==> config.mk <==
export PLATFORM = sky130hd
export DESIGN_NAME = net_conf_sequencer_flat
export DESIGN_NICKNAME = d
export VERILOG_FILES = /design/src/rtl/net_conf_sequencer_if.sv /design/src/rtl/net_conf_sequencer.sv /design/src/flat_wrapper.sv
export SDC_FILE = /design/constraint.sdc
export NUM_CORES = 1
export LEC_CHECK = 0
export CORE_AREA = 2 2 111 113
export CTS_CLUSTER_SIZE = 10
export DETAILED_ROUTE_END_ITERATION = 10
export DIE_AREA = 0 0 113 115
export GPL_ROUTABILITY_DRIVEN = 0
export PLACE_DENSITY = 0.83
export SKIP_LAST_GASP = 1
export SLEW_MARGIN = 0
export SYNTH_ARGS = -nofsm -noshare
export SYNTH_HDL_FRONTEND = slang
export SYNTH_SLANG_ARGS = --single-unit
==> constraint.sdc <==
create_clock -name clk -period 0.9 [get_ports clk]
set_input_delay 0.135 -clock clk [delete_from_list [all_inputs] [get_ports clk]]
set_output_delay 0.135 -clock clk [all_outputs]
set_load 0.01 [all_outputs]
==> src/rtl/net_conf_sequencer_if.sv <==
// Purpose: requester, broadcast and configuration-bus signal bundle for
//          net_conf_sequencer.
// Signals:
//   req0_*/req1_*  valid/ready/64-bit data handshake per requester
//   bcast_*        broadcast start, thread id, PC_MAX and PC_LOOP operands
//   bcast_busy     broadcast in progress
//   conf_done      one-cycle pulse when a broadcast completes
//   conf_bus_out   registered 64-bit configuration bus to the switch readers
// Modports: master = host/loader side, slave = sequencer side.
interface net_conf_sequencer_if;
    logic        req0_valid;
    logic        req0_ready;
    logic [63:0] req0_data;
    logic        req1_valid;
    logic        req1_ready;
    logic [63:0] req1_data;
    logic        bcast_start;
    logic [3:0]  bcast_thread_id;
    logic [31:0] bcast_pc_max;
    logic [31:0] bcast_pc_loop;
    logic        bcast_busy;
    logic        conf_done;
    logic [63:0] conf_bus_out;

    modport master (
        output req0_valid, req0_data, req1_valid, req1_data,
        output bcast_start, bcast_thread_id, bcast_pc_max, bcast_pc_loop,
        input  req0_ready, req1_ready, bcast_busy, conf_done, conf_bus_out
    );

    modport slave (
        input  req0_valid, req0_data, req1_valid, req1_data,
        input  bcast_start, bcast_thread_id, bcast_pc_max, bcast_pc_loop,
        output req0_ready, req1_ready, bcast_busy, conf_done, conf_bus_out
    );
endinterface

==> src/rtl/net_conf_sequencer.sv <==
// Purpose: arbitrates two configuration-word requesters onto the CGRA network
//          configuration bus (round-robin, one word per cycle) and, when the
//          broadcast engine is built in, emits a PC_MAX/PC_LOOP word pair for
//          every switch of a thread.
// Ports:
//   clk           clock, rising edge
//   rst           synchronous active-high reset
//   bus (slave)   requester handshakes, broadcast controls, bcast_busy,
//                 conf_done and conf_bus_out (see net_conf_sequencer_if)
// Parameter: NUM_SWITCHES - switches addressed by a broadcast (1..65535).
// Build option: define NET_CONF_SEQ_BCAST_EN to include the broadcast engine;
//               without it the block is a plain two-way round-robin arbiter.
module net_conf_sequencer #(
    parameter int unsigned NUM_SWITCHES = 4
) (
    input  logic                 clk,
    input  logic                 rst,
    net_conf_sequencer_if.slave  bus
);
    localparam int unsigned W_DATA = 64;

    logic [W_DATA-1:0] bus_d, bus_q;
    logic              busy_d, busy_q;
    logic              done_d, done_q;
    logic              rr_ptr_d, rr_ptr_q;
    logic              arb_en_c, grant0_c, grant1_c;

`ifdef NET_CONF_SEQ_BCAST_EN
    localparam int unsigned    W_SW         = 16;
    localparam logic [7:0]     TYPE_PC_MAX  = 8'd8;
    localparam logic [7:0]     TYPE_PC_LOOP = 8'd9;
    localparam logic [W_SW-1:0] LAST_SW     = W_SW'(NUM_SWITCHES - 1);

    typedef enum logic [1:0] {IDLE, BC_MAX, BC_LOOP} state_e;

    state_e          state_d, state_q;
    logic [W_SW-1:0] sw_cnt_d, sw_cnt_q;
    logic [3:0]      thread_d, thread_q;
    logic [31:0]     pc_max_d, pc_max_q;
    logic [31:0]     pc_loop_d, pc_loop_q;
`else
    logic unused_bcast;
    assign unused_bcast = ^{bus.bcast_start, bus.bcast_thread_id, bus.bcast_pc_max,
                            bus.bcast_pc_loop, 32'(NUM_SWITCHES)};
`endif

    // Grant selection: requesters only win in IDLE with no broadcast starting
    always_comb begin
        arb_en_c = ~rst;
`ifdef NET_CONF_SEQ_BCAST_EN
        arb_en_c = ~rst & (state_q == IDLE) & ~bus.bcast_start;
`endif
        grant0_c = arb_en_c & bus.req0_valid & (~bus.req1_valid | ~rr_ptr_q);
        grant1_c = arb_en_c & bus.req1_valid & (~bus.req0_valid | rr_ptr_q);
    end

    assign bus.req0_ready = grant0_c;
    assign bus.req1_ready = grant1_c;

    // Next-state and registered-output computation
    always_comb begin
        rr_ptr_d = rr_ptr_q;
        busy_d   = 1'b0;
        done_d   = 1'b0;
        bus_d    = '0;
        if (arb_en_c & bus.req0_valid & bus.req1_valid) begin
            rr_ptr_d = ~rr_ptr_q;
        end
        if (grant0_c) begin
            bus_d = bus.req0_data;
        end else if (grant1_c) begin
            bus_d = bus.req1_data;
        end
`ifdef NET_CONF_SEQ_BCAST_EN
        state_d   = state_q;
        sw_cnt_d  = sw_cnt_q;
        thread_d  = thread_q;
        pc_max_d  = pc_max_q;
        pc_loop_d = pc_loop_q;
        case (state_q)
            IDLE: begin
                if (bus.bcast_start) begin
                    state_d   = BC_MAX;
                    sw_cnt_d  = '0;
                    thread_d  = bus.bcast_thread_id;
                    pc_max_d  = bus.bcast_pc_max;
                    pc_loop_d = bus.bcast_pc_loop;
                end
            end
            BC_MAX: begin
                state_d = BC_LOOP;
            end
            BC_LOOP: begin
                if (sw_cnt_q == LAST_SW) begin
                    state_d = IDLE;
                    done_d  = 1'b1;
                end else begin
                    sw_cnt_d = sw_cnt_q + W_SW'(1);
                    state_d  = BC_MAX;
                end
            end
            default: begin
                state_d = IDLE;
            end
        endcase
        // Broadcast word is registered together with the state it belongs to,
        // so the word is on the bus during that state's cycle.
        if (state_d == BC_MAX) begin
            bus_d = {pc_max_d, 4'b0, thread_d, sw_cnt_d, TYPE_PC_MAX};
        end else if (state_d == BC_LOOP) begin
            bus_d = {pc_loop_d, 4'b0, thread_d, sw_cnt_d, TYPE_PC_LOOP};
        end
        busy_d = (state_d != IDLE);
`endif
    end

    // State and output registers
    always_ff @(posedge clk) begin
        if (rst) begin
            bus_q     <= '0;
            busy_q    <= 1'b0;
            done_q    <= 1'b0;
            rr_ptr_q  <= 1'b0;
`ifdef NET_CONF_SEQ_BCAST_EN
            state_q   <= IDLE;
            sw_cnt_q  <= '0;
            thread_q  <= '0;
            pc_max_q  <= '0;
            pc_loop_q <= '0;
`endif
        end else begin
            bus_q     <= bus_d;
            busy_q    <= busy_d;
            done_q    <= done_d;
            rr_ptr_q  <= rr_ptr_d;
`ifdef NET_CONF_SEQ_BCAST_EN
            state_q   <= state_d;
            sw_cnt_q  <= sw_cnt_d;
            thread_q  <= thread_d;
            pc_max_q  <= pc_max_d;
            pc_loop_q <= pc_loop_d;
`endif
        end
    end

    assign bus.conf_bus_out = bus_q;
    assign bus.bcast_busy   = busy_q;
    assign bus.conf_done    = done_q;
endmodule

==> src/flat_wrapper.sv <==
// flat-port wrapper written by rule: the top's interface ports become plain ports
module net_conf_sequencer_flat 
#(
    parameter int unsigned NUM_SWITCHES = 4
)
  (clk, rst, bus_req0_valid, bus_req0_data, bus_req1_valid, bus_req1_data, bus_bcast_start, bus_bcast_thread_id, bus_bcast_pc_max, bus_bcast_pc_loop, bus_req0_ready, bus_req1_ready, bus_bcast_busy, bus_conf_done, bus_conf_bus_out);
  net_conf_sequencer_if bus_i ();
  input  logic clk;
  input  logic rst;
  input wire logic [$bits(bus_i.req0_valid)-1:0] bus_req0_valid;
  input wire logic [$bits(bus_i.req0_data)-1:0] bus_req0_data;
  input wire logic [$bits(bus_i.req1_valid)-1:0] bus_req1_valid;
  input wire logic [$bits(bus_i.req1_data)-1:0] bus_req1_data;
  input wire logic [$bits(bus_i.bcast_start)-1:0] bus_bcast_start;
  input wire logic [$bits(bus_i.bcast_thread_id)-1:0] bus_bcast_thread_id;
  input wire logic [$bits(bus_i.bcast_pc_max)-1:0] bus_bcast_pc_max;
  input wire logic [$bits(bus_i.bcast_pc_loop)-1:0] bus_bcast_pc_loop;
  output wire logic [$bits(bus_i.req0_ready)-1:0] bus_req0_ready;
  output wire logic [$bits(bus_i.req1_ready)-1:0] bus_req1_ready;
  output wire logic [$bits(bus_i.bcast_busy)-1:0] bus_bcast_busy;
  output wire logic [$bits(bus_i.conf_done)-1:0] bus_conf_done;
  output wire logic [$bits(bus_i.conf_bus_out)-1:0] bus_conf_bus_out;
  assign bus_i.req0_valid = bus_req0_valid;
  assign bus_i.req0_data = bus_req0_data;
  assign bus_i.req1_valid = bus_req1_valid;
  assign bus_i.req1_data = bus_req1_data;
  assign bus_i.bcast_start = bus_bcast_start;
  assign bus_i.bcast_thread_id = bus_bcast_thread_id;
  assign bus_i.bcast_pc_max = bus_bcast_pc_max;
  assign bus_i.bcast_pc_loop = bus_bcast_pc_loop;
  assign bus_req0_ready = bus_i.req0_ready;
  assign bus_req1_ready = bus_i.req1_ready;
  assign bus_bcast_busy = bus_i.bcast_busy;
  assign bus_conf_done = bus_i.conf_done;
  assign bus_conf_bus_out = bus_i.conf_bus_out;
  net_conf_sequencer #(.NUM_SWITCHES(NUM_SWITCHES)) u_core (.clk(clk), .rst(rst), .bus(bus_i));
endmodule
==> summary.md <==
| Metric | Value |
|---|---|
| Number of port buffers | between 150 and 200 |
| Max Slew Vio Count | 0 |
| Final net count | 699 |
| Fillcell total | 1,058 |
| Crit end category | register |
| Combinational power share | between 20% and 30% |
| Die Area | 13,000 µm² |
| Int Power | 0.006567 W |
| Fin. Hold Viols | 0 |
| Average wire per standard cell | roughly 17 µm |
| RSZ-0062 raised after global routing | yes |
| CTS Buffer Depth | 2 |
| Ys flop type | dfxtp_1 |
| Clock share of power | a little under two fifths |
| Final setup vio count | between 60 and 70 |
| Async SR Flop Fraction | 0% |
| Worst skew pair latency | about 320 ps |
| Initial DRC count | about 180 |
| Synth unique cells | 16 |
| Worst hold path type | in2reg |
| Synthesized area | ~3400 µm² |
| I/O Pins | between 200 and 300 |
| Crit Path Class | reg2reg |
| Syn avg cell area | 11.35 µm² |
| DR vias/cell | about 4.7 |
| Worst Skew | about 4.8 ps |
| Core area | 11,810 µm² |
| Die Span X | ~110 µm |
| Failing checks | DRC, setup timing |
| Gr usage total | between 15 and 20% |
| CTS sink cnt | between 60 and 70 |
| Area share of the largest cell type after synthesis | roughly 38% |
| DRT antenna net count | 0 |
| CP bufs+invs | 2 |
| DRT Pass-1 Iters | 7 |
| Commonest cells post-synth | 128 x nand2b_1, 65 x dfxtp_1, 59 x o32ai_2 |
| Total CTS buffers | 9 |
| DR DRC count | 15 |
| CP delay by family, top | buffers and inverters |
| Layout area overhead | 76.09% |
| Setup TNS | -16,320 ps |
| Initial core utilization | 29.11% |
| #FFs+latches synth | 65 |
| Share of cells above drive strength 1 | about 43% |
| Final setup margin | -316.2 ps |
| Worst path cell trace | a21bo_4 -> buf_4 -> bufbuf_16 -> o32ai_2 |
| Most frequent cell after synthesis | nand2b_1 |
| Arrival time worst endpoint | 1440 ps |
| Reg clk slew, reported paths | approximately 50 ps |
| P_sw | ~0.0022 W |
| Slowest CP cell | dfxtp_4 |
| Post-DP HPWL | 7.481 mm |
| Hold_sp | rst |
| Initial antenna violation count | 0 |
| CTS root buffer | clkbuf_16 |
| FMAX | roughly 820 MHz |
| Fin crit period | 1216 ps |
| Post-synth EDFFs | 0 |
| Gr ovfl total | 0 |
| MaxCap Viol Count | 0 |
| Top cells by area, synth | dfxtp_1 38%, o32ai_2 28%, nand2b_1 23%, buf_6 4.9%, clkbuf_1 1.4% |
| FF/Latch Area | roughly 1400 µm² |
| Site Rows | 40 |
| Total number of H-tree levels | 3 |
| Critical path launch point type | register |
| Required time worst endpoint | 1130 ps |
| Reg-to-reg critical path startpoint | u_core.rr_ptr_q |
| CP peak stage delay | 360 ps |
| Worst Setup SP | u_core.rr_ptr_q |
| Mapped Cells | between 300 and 400 |
| Period utilisation layout | 135.1% |
| Leakage | roughly 2.3 nW |
| Total Wirelength | between 10 and 15 mm |
| Largest net degree at the start of global routing | 56 |
| Switching Fraction | approximately a quarter |
| Worst-path fanout max | 8 |
| Power per cell area | 1450 nW/µm² |
| Status | complete, but fails checks |
| CTS tree | yes |
| Diode count | 0 |
| Peak supply drop | slightly below 0.6 mV |
| Vias in the first global route | between 3,000 and 4,000 |
| Die height | approximately 120 µm |
| Area occupied by multi-input gates | around 1900 µm² |
| First-pass GRT wire length | approximately 17 mm |
| Synth warn | 0 |
| Area leader, netlist | dfxtp_1 |
| Power Total | about 0.0088 W |
| Vias | around 3,000 |
| Reg power frac | 36.3% |
| Seq/Total Area, Yosys | 37.85% |
repair_timing:
action / 4_1_cts / 5_1_grt
hold buffers: 0 / 0
gates resized for setup: 309 / 57
buffers inserted: 1 / 0
gates cloned: 3 / 3
endpoints found under the hold margin: 0 / 0
pin swaps: 1 / 1
setup endpoints to repair: 130 / 129
cells in the final DEF (no fill, tap or decap), types with 2 or more instances in the layout:
master / count
buf_12: 7
buf_16: 3
buf_2: 24
buf_4: 8
buf_6: 44
clkbuf_16: 12
clkdlybuf4s50_1: 128
clkinv_2: 4
clkinvlp_4: 2
conb_1: 2
dfxtp_1: 23
dfxtp_2: 41
nand2b_1: 128
o32ai_1: 2
o32ai_2: 62
cells by family after synthesis:
family                 synth area share, %
other                               0.1091
AND/OR/NAND/NOR                      23.94
buffers and inverters                8.187
flip-flops                           37.85
AO/OA/AOI/OAI                        29.91
routing by layer:
| layer | share of wire, % | track usage [%] | vias to the layer above |
|---|---|---|---|
| li1 | - | - | 1467 |
| met1 | 40 | 19.53 | 1436 |
| met2 | 50 | 27.35 | 138 |
| met3 | 8.3 | 5.377 | 17 |
| met4 | 2.3 | 6.423 | 0 |
| met5 | 0 | 0 | - |
registers in the layout (all words and copies together) (netlist names):
name / count
u_core.bus.conf_bus_out: 64
u_core.rr_ptr_q: 1
worst paths after layout:
check                                end  slack, ps  depth (start not counted)
max          u_core.bus.conf_bus_out[11]       -320                          4
min                      u_core.rr_ptr_q        340                          4
max reg2reg  u_core.bus.conf_bus_out[11]       -320                          4
min reg2reg              u_core.rr_ptr_q        710                          3
through the flow:
stage	area (µm²)	instances	worst slack [ps]	util (%)	hold slack, ps
after floorplan	3473	304	-93.81	-	291.2
after global placement	5558	627	-748.1	47.06	566.9
after detailed placement	5558	627	-831.8	47.06	618.4
after CTS	5766	646	-328.8	48.81	309.1
after global routing	6055	649	-368.0	51.26	341.6
final	6055	649	-316.2	51.26	335.7
power by group through the flow:
| stage | Clock [W] | Combinational, W | Sequential, W |
|---|---|---|---|
| after CTS | 0.00347 | 0.00208 | 0.00315 |
| after global placement | 0 | 0.00207 | 0.00320 |
| after detailed placement | 0 | 0.00210 | 0.00320 |
| final | 0.00337 | 0.00222 | 0.00319 |
| after global routing | 0.00364 | 0.00237 | 0.00320 |
| after floorplan | 0 | 0.000886 | 0.00329 |
worst min-delay path: cells and delay by family:
family	cells	cell delay [ps]
compound gates	1	30
buf+inv	3	450
layout make-up:
type / count / area share [%]
Clock buffer: 9 / 3.720
Inverter: 1 / 0.08266
Timing Repair Buffer: 220 / 38.09
Tap cell: 147 / 3.038
Sequential cell: 65 / 22.40
Clock inverter: 6 / 0.9919
Multi-Input combinational cell: 201 / 31.68
(Power assumes the default switching activity.)
